==> src/rtl/ysyx_24110006_ibuf_if.sv <==
// Fetch-to-decode packet channel of the instruction buffer: IFU push side, IDU pop side,
// redirect flush and occupancy.
interface ysyx_24110006_ibuf_if #(
  parameter int unsigned DEPTH = 4
) ();
  localparam int unsigned CW = $clog2(DEPTH) + 1;

  logic          i_valid;
  logic          o_ready;
  logic [31:0]   i_inst;
  logic [31:0]   i_pc;
  logic          i_exception;
  logic [3:0]    i_mcause;
  logic          o_valid;
  logic          i_ready;
  logic [31:0]   o_inst;
  logic [31:0]   o_pc;
  logic          o_exception;
  logic [3:0]    o_mcause;
  logic          i_flush;
  logic [CW-1:0] o_count;

  modport slave (
    input  i_valid, i_inst, i_pc, i_exception, i_mcause, i_ready, i_flush,
    output o_ready, o_valid, o_inst, o_pc, o_exception, o_mcause, o_count
  );

  modport master (
    output i_valid, i_inst, i_pc, i_exception, i_mcause, i_ready, i_flush,
    input  o_ready, o_valid, o_inst, o_pc, o_exception, o_mcause, o_count
  );
endinterface

==> src/rtl/ysyx_24110006_ibuf.sv <==
// Instruction buffer: circular FIFO of {exception, mcause, pc, inst} packets between IFU and IDU,
// emptied in one cycle by a redirect flush.
module ysyx_24110006_ibuf #(
  parameter int unsigned DEPTH = 4
) (
  input logic                  i_clock,
  input logic                  i_reset,
  ysyx_24110006_ibuf_if.slave  bus
);
  localparam int unsigned AW = $clog2(DEPTH);
  localparam int unsigned PW = AW + 1;
  localparam int unsigned EW = 69;

  logic [EW-1:0] mem_q [DEPTH];
  logic [PW-1:0] rd_ptr_q, rd_ptr_d;
  logic [PW-1:0] wr_ptr_q, wr_ptr_d;
  logic          empty;
  logic          full;
  logic          push;
  logic          pop;
  logic [EW-1:0] head;
  logic [EW-1:0] entry_in;

  always_comb begin
    empty    = (rd_ptr_q == wr_ptr_q);
    // Same index with differing wrap bits means the writer has lapped the reader.
    full     = (rd_ptr_q[AW-1:0] == wr_ptr_q[AW-1:0]) && (rd_ptr_q[AW] != wr_ptr_q[AW]);
    // Ready is a function of state only, so a full buffer rejects even when popping.
    bus.o_ready = ~full & ~i_reset;
    bus.o_valid = ~empty;
    push     = bus.i_valid & bus.o_ready & ~bus.i_flush;
    pop      = bus.o_valid & bus.i_ready & ~bus.i_flush;
    entry_in = {bus.i_exception, bus.i_mcause, bus.i_pc, bus.i_inst};
    head     = bus.o_valid ? mem_q[rd_ptr_q[AW-1:0]] : '0;
    bus.o_exception = head[68];
    bus.o_mcause    = head[67:64];
    bus.o_pc        = head[63:32];
    bus.o_inst      = head[31:0];
    bus.o_count     = wr_ptr_q - rd_ptr_q;
  end

  always_comb begin
    rd_ptr_d = rd_ptr_q;
    wr_ptr_d = wr_ptr_q;
    if (bus.i_flush) begin
      rd_ptr_d = '0;
      wr_ptr_d = '0;
    end else begin
      if (push) wr_ptr_d = wr_ptr_q + PW'(1);
      if (pop)  rd_ptr_d = rd_ptr_q + PW'(1);
    end
  end

  always_ff @(posedge i_clock or posedge i_reset) begin
    if (i_reset) begin
      rd_ptr_q <= '0;
      wr_ptr_q <= '0;
    end else begin
      rd_ptr_q <= rd_ptr_d;
      wr_ptr_q <= wr_ptr_d;
    end
  end

  // Payload storage carries no reset; validity is tracked by the pointers alone.
  always_ff @(posedge i_clock) begin
    if (push) mem_q[wr_ptr_q[AW-1:0]] <= entry_in;
  end
endmodule

==> src/flat_wrapper.sv <==
// flat-port wrapper written by rule: the top's interface ports become plain ports
module ysyx_24110006_ibuf_flat 
#(
  parameter int unsigned DEPTH = 4
)
  (i_clock, i_reset, bus_i_valid, bus_i_inst, bus_i_pc, bus_i_exception, bus_i_mcause, bus_i_ready, bus_i_flush, bus_o_ready, bus_o_valid, bus_o_inst, bus_o_pc, bus_o_exception, bus_o_mcause, bus_o_count);
  ysyx_24110006_ibuf_if #(.DEPTH(DEPTH)) bus_i ();
  input logic i_clock;
  input logic i_reset;
  input wire logic [$bits(bus_i.i_valid)-1:0] bus_i_valid;
  input wire logic [$bits(bus_i.i_inst)-1:0] bus_i_inst;
  input wire logic [$bits(bus_i.i_pc)-1:0] bus_i_pc;
  input wire logic [$bits(bus_i.i_exception)-1:0] bus_i_exception;
  input wire logic [$bits(bus_i.i_mcause)-1:0] bus_i_mcause;
  input wire logic [$bits(bus_i.i_ready)-1:0] bus_i_ready;
  input wire logic [$bits(bus_i.i_flush)-1:0] bus_i_flush;
  output wire logic [$bits(bus_i.o_ready)-1:0] bus_o_ready;
  output wire logic [$bits(bus_i.o_valid)-1:0] bus_o_valid;
  output wire logic [$bits(bus_i.o_inst)-1:0] bus_o_inst;
  output wire logic [$bits(bus_i.o_pc)-1:0] bus_o_pc;
  output wire logic [$bits(bus_i.o_exception)-1:0] bus_o_exception;
  output wire logic [$bits(bus_i.o_mcause)-1:0] bus_o_mcause;
  output wire logic [$bits(bus_i.o_count)-1:0] bus_o_count;
  assign bus_i.i_valid = bus_i_valid;
  assign bus_i.i_inst = bus_i_inst;
  assign bus_i.i_pc = bus_i_pc;
  assign bus_i.i_exception = bus_i_exception;
  assign bus_i.i_mcause = bus_i_mcause;
  assign bus_i.i_ready = bus_i_ready;
  assign bus_i.i_flush = bus_i_flush;
  assign bus_o_ready = bus_i.o_ready;
  assign bus_o_valid = bus_i.o_valid;
  assign bus_o_inst = bus_i.o_inst;
  assign bus_o_pc = bus_i.o_pc;
  assign bus_o_exception = bus_i.o_exception;
  assign bus_o_mcause = bus_i.o_mcause;
  assign bus_o_count = bus_i.o_count;
  ysyx_24110006_ibuf #(.DEPTH(DEPTH)) u_core (.i_clock(i_clock), .i_reset(i_reset), .bus(bus_i));
endmodule
==> config.mk <==
export PLATFORM = sky130hd
export DESIGN_NAME = ysyx_24110006_ibuf_flat
export DESIGN_NICKNAME = d
export VERILOG_FILES = /design/src/rtl/ysyx_24110006_ibuf_if.sv /design/src/rtl/ysyx_24110006_ibuf.sv /design/src/flat_wrapper.sv
export SDC_FILE = /design/constraint.sdc
export NUM_CORES = 1
export LEC_CHECK = 0
export BUFFER_PORTS_ARGS = -buffer_cell sky130_fd_sc_hd__buf_2
export CAP_MARGIN = 10
export CORE_ASPECT_RATIO = 0.6
export CORE_MARGIN = 2
export CORE_UTILIZATION = 53
export CTS_BUF_LIST = sky130_fd_sc_hd__clkbuf_2
export DETAILED_ROUTE_END_ITERATION = 8
export PLACE_DENSITY_LB_ADDON = 0.2
export SETUP_SLACK_MARGIN = 0.2
export SYNTH_ARGS = -nofsm -noshare
export SYNTH_HDL_FRONTEND = slang
export SYNTH_SLANG_ARGS = --single-unit
==> constraint.sdc <==
create_clock -name i_clock -period 3.6 [get_ports i_clock]
set_input_delay 0.72 -clock i_clock [delete_from_list [all_inputs] [get_ports i_clock]]
set_output_delay 0.72 -clock i_clock [all_outputs]
set_load 0.01 [all_outputs]
==> flow_summary.toml, run 1 <==
[outcome]
status = "finished clean"

[synthesis]
synth_area_um2 = 11000
synth.area.top_cells = "edfxtp_1 (75%), mux4_2 (14%), nor2b_1 (4.1%), dfrtp_1 (1.4%), buf_6 (0.82%)"
ys_ff_latch = 282
syn_inst = 494
post-synth-top-area-cell = "edfxtp_1"
yosysWarnings = 0
synth_top_area_share_pct = 75.5
syn_area_per_cell_um2 = 22.2
syn_nets = 576
yosysUniqueCellTypes = 28
yosysSeqAreaShare_pct = 76.8

[clock_tree]
tritoncts = "yes"
cts_sinks = 282
clk_pin_slew_worst_paths_ps = 120
clockBufferDepth = 3
h-tree-depth = 2
cts_buffers = 61
cts_root_buf = "clkbuf_2"
clk_latency_ps = 820

[global_route]
met2_usage_pct = 32.4
grt_pass1_vias = 5879
overflow = 0
use_met3_pct = 5.88
grt_max_degree = 72
grt_util_met1_pct = 26.6
globalRouteTotalUtil_pct = 19.8
busiest_layer = "met2"
antenna_found_initial = 3
grt_pass1_wl_um = 32300

[critical_path]
end_kind = "primary output"
critPathRequiredTime_ps = 2880
path_class = "reg -> out"
arrival_ps = 2560
crit_path_max_fanout = 28
critPathLaunchType = "flop"

[route]
post_drt_wl_per_cell_um = 21.4
drc = 0
routed_wl_um = 21900
drtIter0Drc = 325
dr.pass1.iters = 4
routed_via_density = 5.41
vias = 5538
ant_nets = 0

[timing]
fin_crit_ps = 3280
slew_headroom_pct = 68.4
drv_slew = 0
period_share_pct = 91.1
tightest_slew_ps = 474
fin_skew_ps = 27.2
setup_viol = 0
timing.fmax_mhz = 305
setup_tns_ps = 0
finalHoldViolations = 0
rsz0062_at_grt = "false"

[final_layout]
area_growth_pct = 17.4
final-instance-count-excl-fill = 1023
final_nets = 785
drive_gt1_share_pct = 46.5

[power_and_ir_drop]
power_leakage_nw = 4.55
cellPowerDensity_nw_per_um2 = 524
vdd_drop_max_mv = 0.281

[floorplanning]
std_cell_rows = 40
die_x_um = 190
die-height_um = 116
design.die.area_um2 = 21900
pin_count = 148
start_util_pct = 54.5
coreArea_um2 = 20200

[place]
dp.final_hpwl_um = 11800
io_buffers = 147
gp_congestion = 0.775
placed_cells = 900

[worst_hold_path]
hold_class = "in -> reg"

[run]
drv_cap = 0
[cell type report]
type | instances | area [um2]
timing repair buffer | 170 | 1140
sequential | 282 | 8450
antenna | 2 | 5.00
multi-input combinational | 180 | 2400
fill | 1475 | 7280
inverter | 8 | 30.0
clock buffer | 98 | 490
clock inverter | 10 | 38.8
tap | 273 | 342
[sequential cells by signal, summed over array words and instances (netlist names)]
register	count
u_core.mem_q	276
u_core.rd_ptr_q	3
u_core.wr_ptr_q	3
[routing by layer]
layer | share of wire (%) | wire length (um) | vias up
met5 | 0.059 | 13 | -
met4 | 1.2 | 262 | 2
met3 | 6.7 | 1460 | 28
met2 | 48 | 10500 | 191
met1 | 44 | 9620 | 2850
li1 | - | - | 2467
[power by group]
part,internal [mW],switching (mW),leakage [nW],total [mW]
clock,0.706,1.16,0.428,1.86
combinational,0.591,0.625,1.55,1.22
sequential,3.65,0.0249,2.57,3.67
[cells in the mapped netlist]
cell / count
ha_1: 7
xor2_2: 1
clkbuf_1: 2
a21boi_1: 1
and2_1: 1
or3b_1: 1
nor2_2: 1
xnor2_1: 2
nor2b_1: 72
o211a_1: 1
and3_1: 4
nor2_1: 5
mux4_2: 69
fa_1: 1
nor3_1: 1
inv_1: 8
buf_6: 8
edfxtp_1: 276
or2b_1: 1
a21boi_2: 1
mux2_2: 1
o31ai_1: 2
a21oi_1: 2
dfrtp_1: 6
o2111ai_1: 3
buf_2: 14
mux2_4: 2
nand2_1: 1
[critical path, cell delays in order (launching register included)]
cell and delay, ps:
dfrtp_4 600, ha_4 330, nand2_4 80, nor2_4 140, buf_12 140, buf_12 180, nor2b_1 90, buf_2 150
[placed cells by master, fill, tap and decap left out, types with 5 or more instances in the layout]
cell,synthesis,routed
ha_1,7,6
dlygate4sd3_1,0,7
clkbuf_2,0,98
nor2b_1,72,71
clkinv_1,0,8
inv_1,8,7
mux4_2,69,69
nor2_1,5,5
buf_2,14,147
buf_12,0,10
edfxtp_1,276,276
[timing repair]
action,CTS,global route
setup endpoints to repair,69,70
pin swaps,0,1
hold endpoints to repair,7,6
cloned,1,3
hold buffers,2,5
resized for setup,5,5
setup buffers,0,2
[path summary, 6_finish.rpt]
path | startpoint | end | slack, ps | cells past startpoint
setup / recovery | u_core.rd_ptr_q[0] | bus_o_pc[13] | 320 | 7
hold / removal | bus_i_inst[1] | u_core.mem_q[1][1] | 110 | 1
setup reg to reg | u_core.rd_ptr_q[0] | u_core.mem_q[1][39] | 1090 | 5
hold reg to reg | u_core.rd_ptr_q[1] | u_core.rd_ptr_q[1] | 700 | 2
max in group asynchronous | i_reset | u_core.rd_ptr_q[1] | 2960 | 3
min in group asynchronous | i_reset | u_core.rd_ptr_q[2] | 380 | 3
[through the flow]
| step | hold WS [ps] | power, mW | instance area (um2) | worst slack, ps | utilization [%] |
|---|---|---|---|---|---|
| final | 105 | 6.76 | 12900 | 322 | 63.9 |
| after CTS | 2.73 | 6.73 | 12700 | 238 | 63.0 |
| after detailed placement | 680 | 4.84 | 12100 | 1010 | 60.1 |
| after global routing | 3.21 | 7.10 | 12900 | 179 | 63.9 |
| after global placement | 668 | 4.82 | 12100 | 1030 | 60.1 |
| after floorplan | 511 | 4.44 | 11000 | 714 | - |
[logic make-up (layout without fill, tap and decap cells)]
group	Yosys count	in the layout	synth area share, %
and+or+nand+nor	87	87	4.84
AOI/OAI and AO/OA	10	10	0.729
DFF	282	282	76.8
muxes	72	72	14.5
xor gates and xnor gates	3	3	0.308
other	0	2	0
buffers and inverters	32	286	1.80
adders and majority gates	8	8	0.980
Power figures use the tool's default switching activity.
==> inputs of run 2 (changes only) <==
ABC_AREA = 1   (was default)
SLEW_MARGIN = 20   (was default)
==> flow_summary.toml, run 2 <==
[route]
ant_nets = 0
routed_wl_um = 24900
routed_via_density = 5.26
post_drt_wl_per_cell_um = 17.9
drtIter0Drc = 634
dr.pass1.iters = 5
vias = 7320
drc = 0

[synthesis]
yosysWarnings = 0
synth_mux_area_share_pct = 0
yosysSeqAreaShare_pct = 74.7
synth.area.top_cells = "edfxtp_1 (73%), nor2_1 (9.4%), o21ai_0 (3.2%), o21ai_1 (2.9%), a21oi_1 (2.7%)"
synth_area_um2 = 11300
synth-edff-count = 276
synth_compound_area_share_pct = 9.64
synth_top_family_by_area = "simple AND/OR/NAND/NOR gates"
syn_nets = 965
synthMostInstantiatedCell = "nor2_1"
synthArstFlopShare_pct = 2.13
synth_common_cells = "nor2_1 (282), edfxtp_1 (276), o21ai_0 (72), o21ai_1 (66), a21oi_1 (61)"
synth_adder_area_share_pct = 0.952
synthFlopType = "edfxtp_1"
yosysUniqueCellTypes = 28
ys_ff_latch = 282
syn_inst = 883
synth_top_area_share_pct = 73.3
syn_area_per_cell_um2 = 12.8
post-synth-top-area-cell = "edfxtp_1"
yosys.area_share.simple_pct = 10.8
synth_xor_area_share_pct = 0.155

[timing]
tightest_slew_ps = 689
rsz0062_at_grt = "false"
period_share_pct = 89.2
finalHoldViolations = 0
setup_ws_ps = 390
drv_slew = 0
fin_skew_ps = 45.3
slew_headroom_pct = 54.1
timing.fmax_mhz = 311
fin_crit_ps = 3210
setup_viol = 0

[clock_tree]
clockBufferDepth = 3
clk_latency_ps = 810
cts_buffers = 66
tritoncts = "yes"
clk_pin_slew_worst_paths_ps = 110
h-tree-depth = 3
cts_root_buf = "clkbuf_2"
cts_sinks = 282

[final_layout]
final-instance-count-excl-fill = 1391
layout_commonest_cell = "nor2_1"
n_fill_cell = 1720
largest_register_ff_count = 276
drive_gt1_share_pct = 27.0
area_growth_pct = 14.6
final_nets = 1152
antennaDiodeCount = 0
mostFrequentLayoutCells = "nor2_1 (278), edfxtp_1 (276), buf_2 (147), clkbuf_2 (101), o21ai_0 (72)"

[floorplanning]
design.die.area_um2 = 22500
std_cell_rows = 41
start_util_pct = 53.9
die_x_um = 193
coreArea_um2 = 21000
die-height_um = 117
pin_count = 148

[place]
io_buffers = 147
placed_cells = 1271
place_ws_ps = 859
dp.final_hpwl_um = 12800
gp_congestion = 0.746

[critical_path]
reg2reg_from = "u_core.wr_ptr_q[0]"
rrSetupSlack_ps = 1040
cp_top_family = "buffers and inverters"
r2r-end = "u_core.mem_q[3][18]"
arrival_ps = 2490
critPathLaunchType = "flop"
cpPeakStageDelay_ps = 540
crit_path_max_fanout = 18
end_kind = "primary output"
critPathRequiredTime_ps = 2880
cp_cell_sequence = "ha_4 -> nand2_1 -> inv_2 -> nand2_8 -> buf_4 -> inv_6 -> a21oi_1 -> buf_2"
path_class = "reg -> out"
crit_buf_inv = 4
critPathSlowestCell = "dfrtp_4"
rr_worst_depth = 8

[worst_hold_path]
worstHoldStart = "bus_i_inst[13]"
holdPathEnd = "u_core.mem_q[0][13]"
hold_class = "in -> reg"
worstHoldPathCells = 1

[global_route]
globalRouteTotalUtil_pct = 21.7
grt_pass1_vias = 6770
grt_pass1_wl_um = 36400
overflow = 0
use_met3_pct = 6.44
met2_usage_pct = 31.6
grt_util_met1_pct = 31.5
grt_max_degree = 141
antenna_found_initial = 2
busiest_layer = "met2"

[power_and_ir_drop]
vdd_drop_max_mv = 0.351
power_leakage_nw = 4.83
cellPowerDensity_nw_per_um2 = 608

[outcome]
status = "finished clean"

[run]
drv_cap = 0
-- run 2: changes by cell type in the layout (fill, tap and decap cells not counted), moves of 6 or more --
cell,before,now
nand2_1,0,15
nand3_1,0,8
nor2_1,5,278
o21ai_0,0,72
buf_12,10,4
dlygate4sd3_1,7,1
nor2b_1,71,0
o21ai_1,0,66
a21oi_1,2,60
mux4_2,69,0
a21oi_2,0,11
buf_4,1,13
-- run 2: kinds of logic after synthesis --
group	Yosys count
AND/OR/NAND/NOR	311
flip-flops	282
AO/OA/AOI/OAI	210
XOR/XNOR	2
buffers and inverters	70
adder cells (fa/ha/maj)	8
-- run 2: worst max path at each step --
stage                        from            endpoint  slack (ps)  cells after the start
2_1_floorplan  u_core.rd_ptr_q[1]  u_core.mem_q[3][0]        -180                      9
3_3_place_gp   u_core.rd_ptr_q[0]      bus_o_inst[27]         900                      8
3_5_place_dp   u_core.rd_ptr_q[0]      bus_o_inst[15]         860                      8
4_1_cts        u_core.rd_ptr_q[0]      bus_o_inst[15]         200                      8
5_1_grt        u_core.wr_ptr_q[0]         bus_o_pc[7]         190                      9
6_report       u_core.rd_ptr_q[0]       bus_o_inst[4]         390                      8
-- run 2: through the flow --
step	setup TNS, ps	area (um2)	util (%)	power [mW]	hold slack, ps
6_report	0	12900	61.7	7.87	118
5_1_grt	0	12900	61.7	8.32	13.2
4_1_cts	0	12800	61.1	7.81	11.5
3_5_place_dp	0	12200	58.3	5.86	580
3_3_place_gp	0	12200	58.3	5.84	569
2_1_floorplan	-50000	11300	-	5.20	528
-- run 2: repair_timing --
item | 4_1_cts | 5_1_grt
gates cloned | 1 | 2
hold buffers | 1 | 0
gates resized for setup | 8 | 7
setup buffers | 0 | 6
hold endpoints to repair | 6 | 0
setup endpoints to repair | 41 | 51
pin swaps | 0 | 1
-- run 2: layout make-up --
cell class | count | area (um2) | area share, %
repair buffers | 171 | 1030 | 7.99
flip-flops and latches | 282 | 8440 | 65.2
repair inverters | 1 | 8.76 | 0.0676
multi-input cells | 531 | 2480 | 19.1
well taps | 279 | 349 | 2.70
inverters | 17 | 95.1 | 0.734
clock inverters | 9 | 35.0 | 0.271
clock buffers | 101 | 505 | 3.90
-- run 2: metal layers --
metal / share of wire, % / up-vias
met2: 43 / 301
met5: 0.10 / -
li1: - / 3532
met3: 8.0 / 25
met1: 48 / 3458
met4: 1.0 / 4
-- run 2: power by group --
part	internal, mW	total (mW)	switching [mW]
sequential	3.69	3.72	0.0294
clock	0.728	1.90	1.17
combinational	0.793	2.25	1.46
total	5.21	7.87	2.66
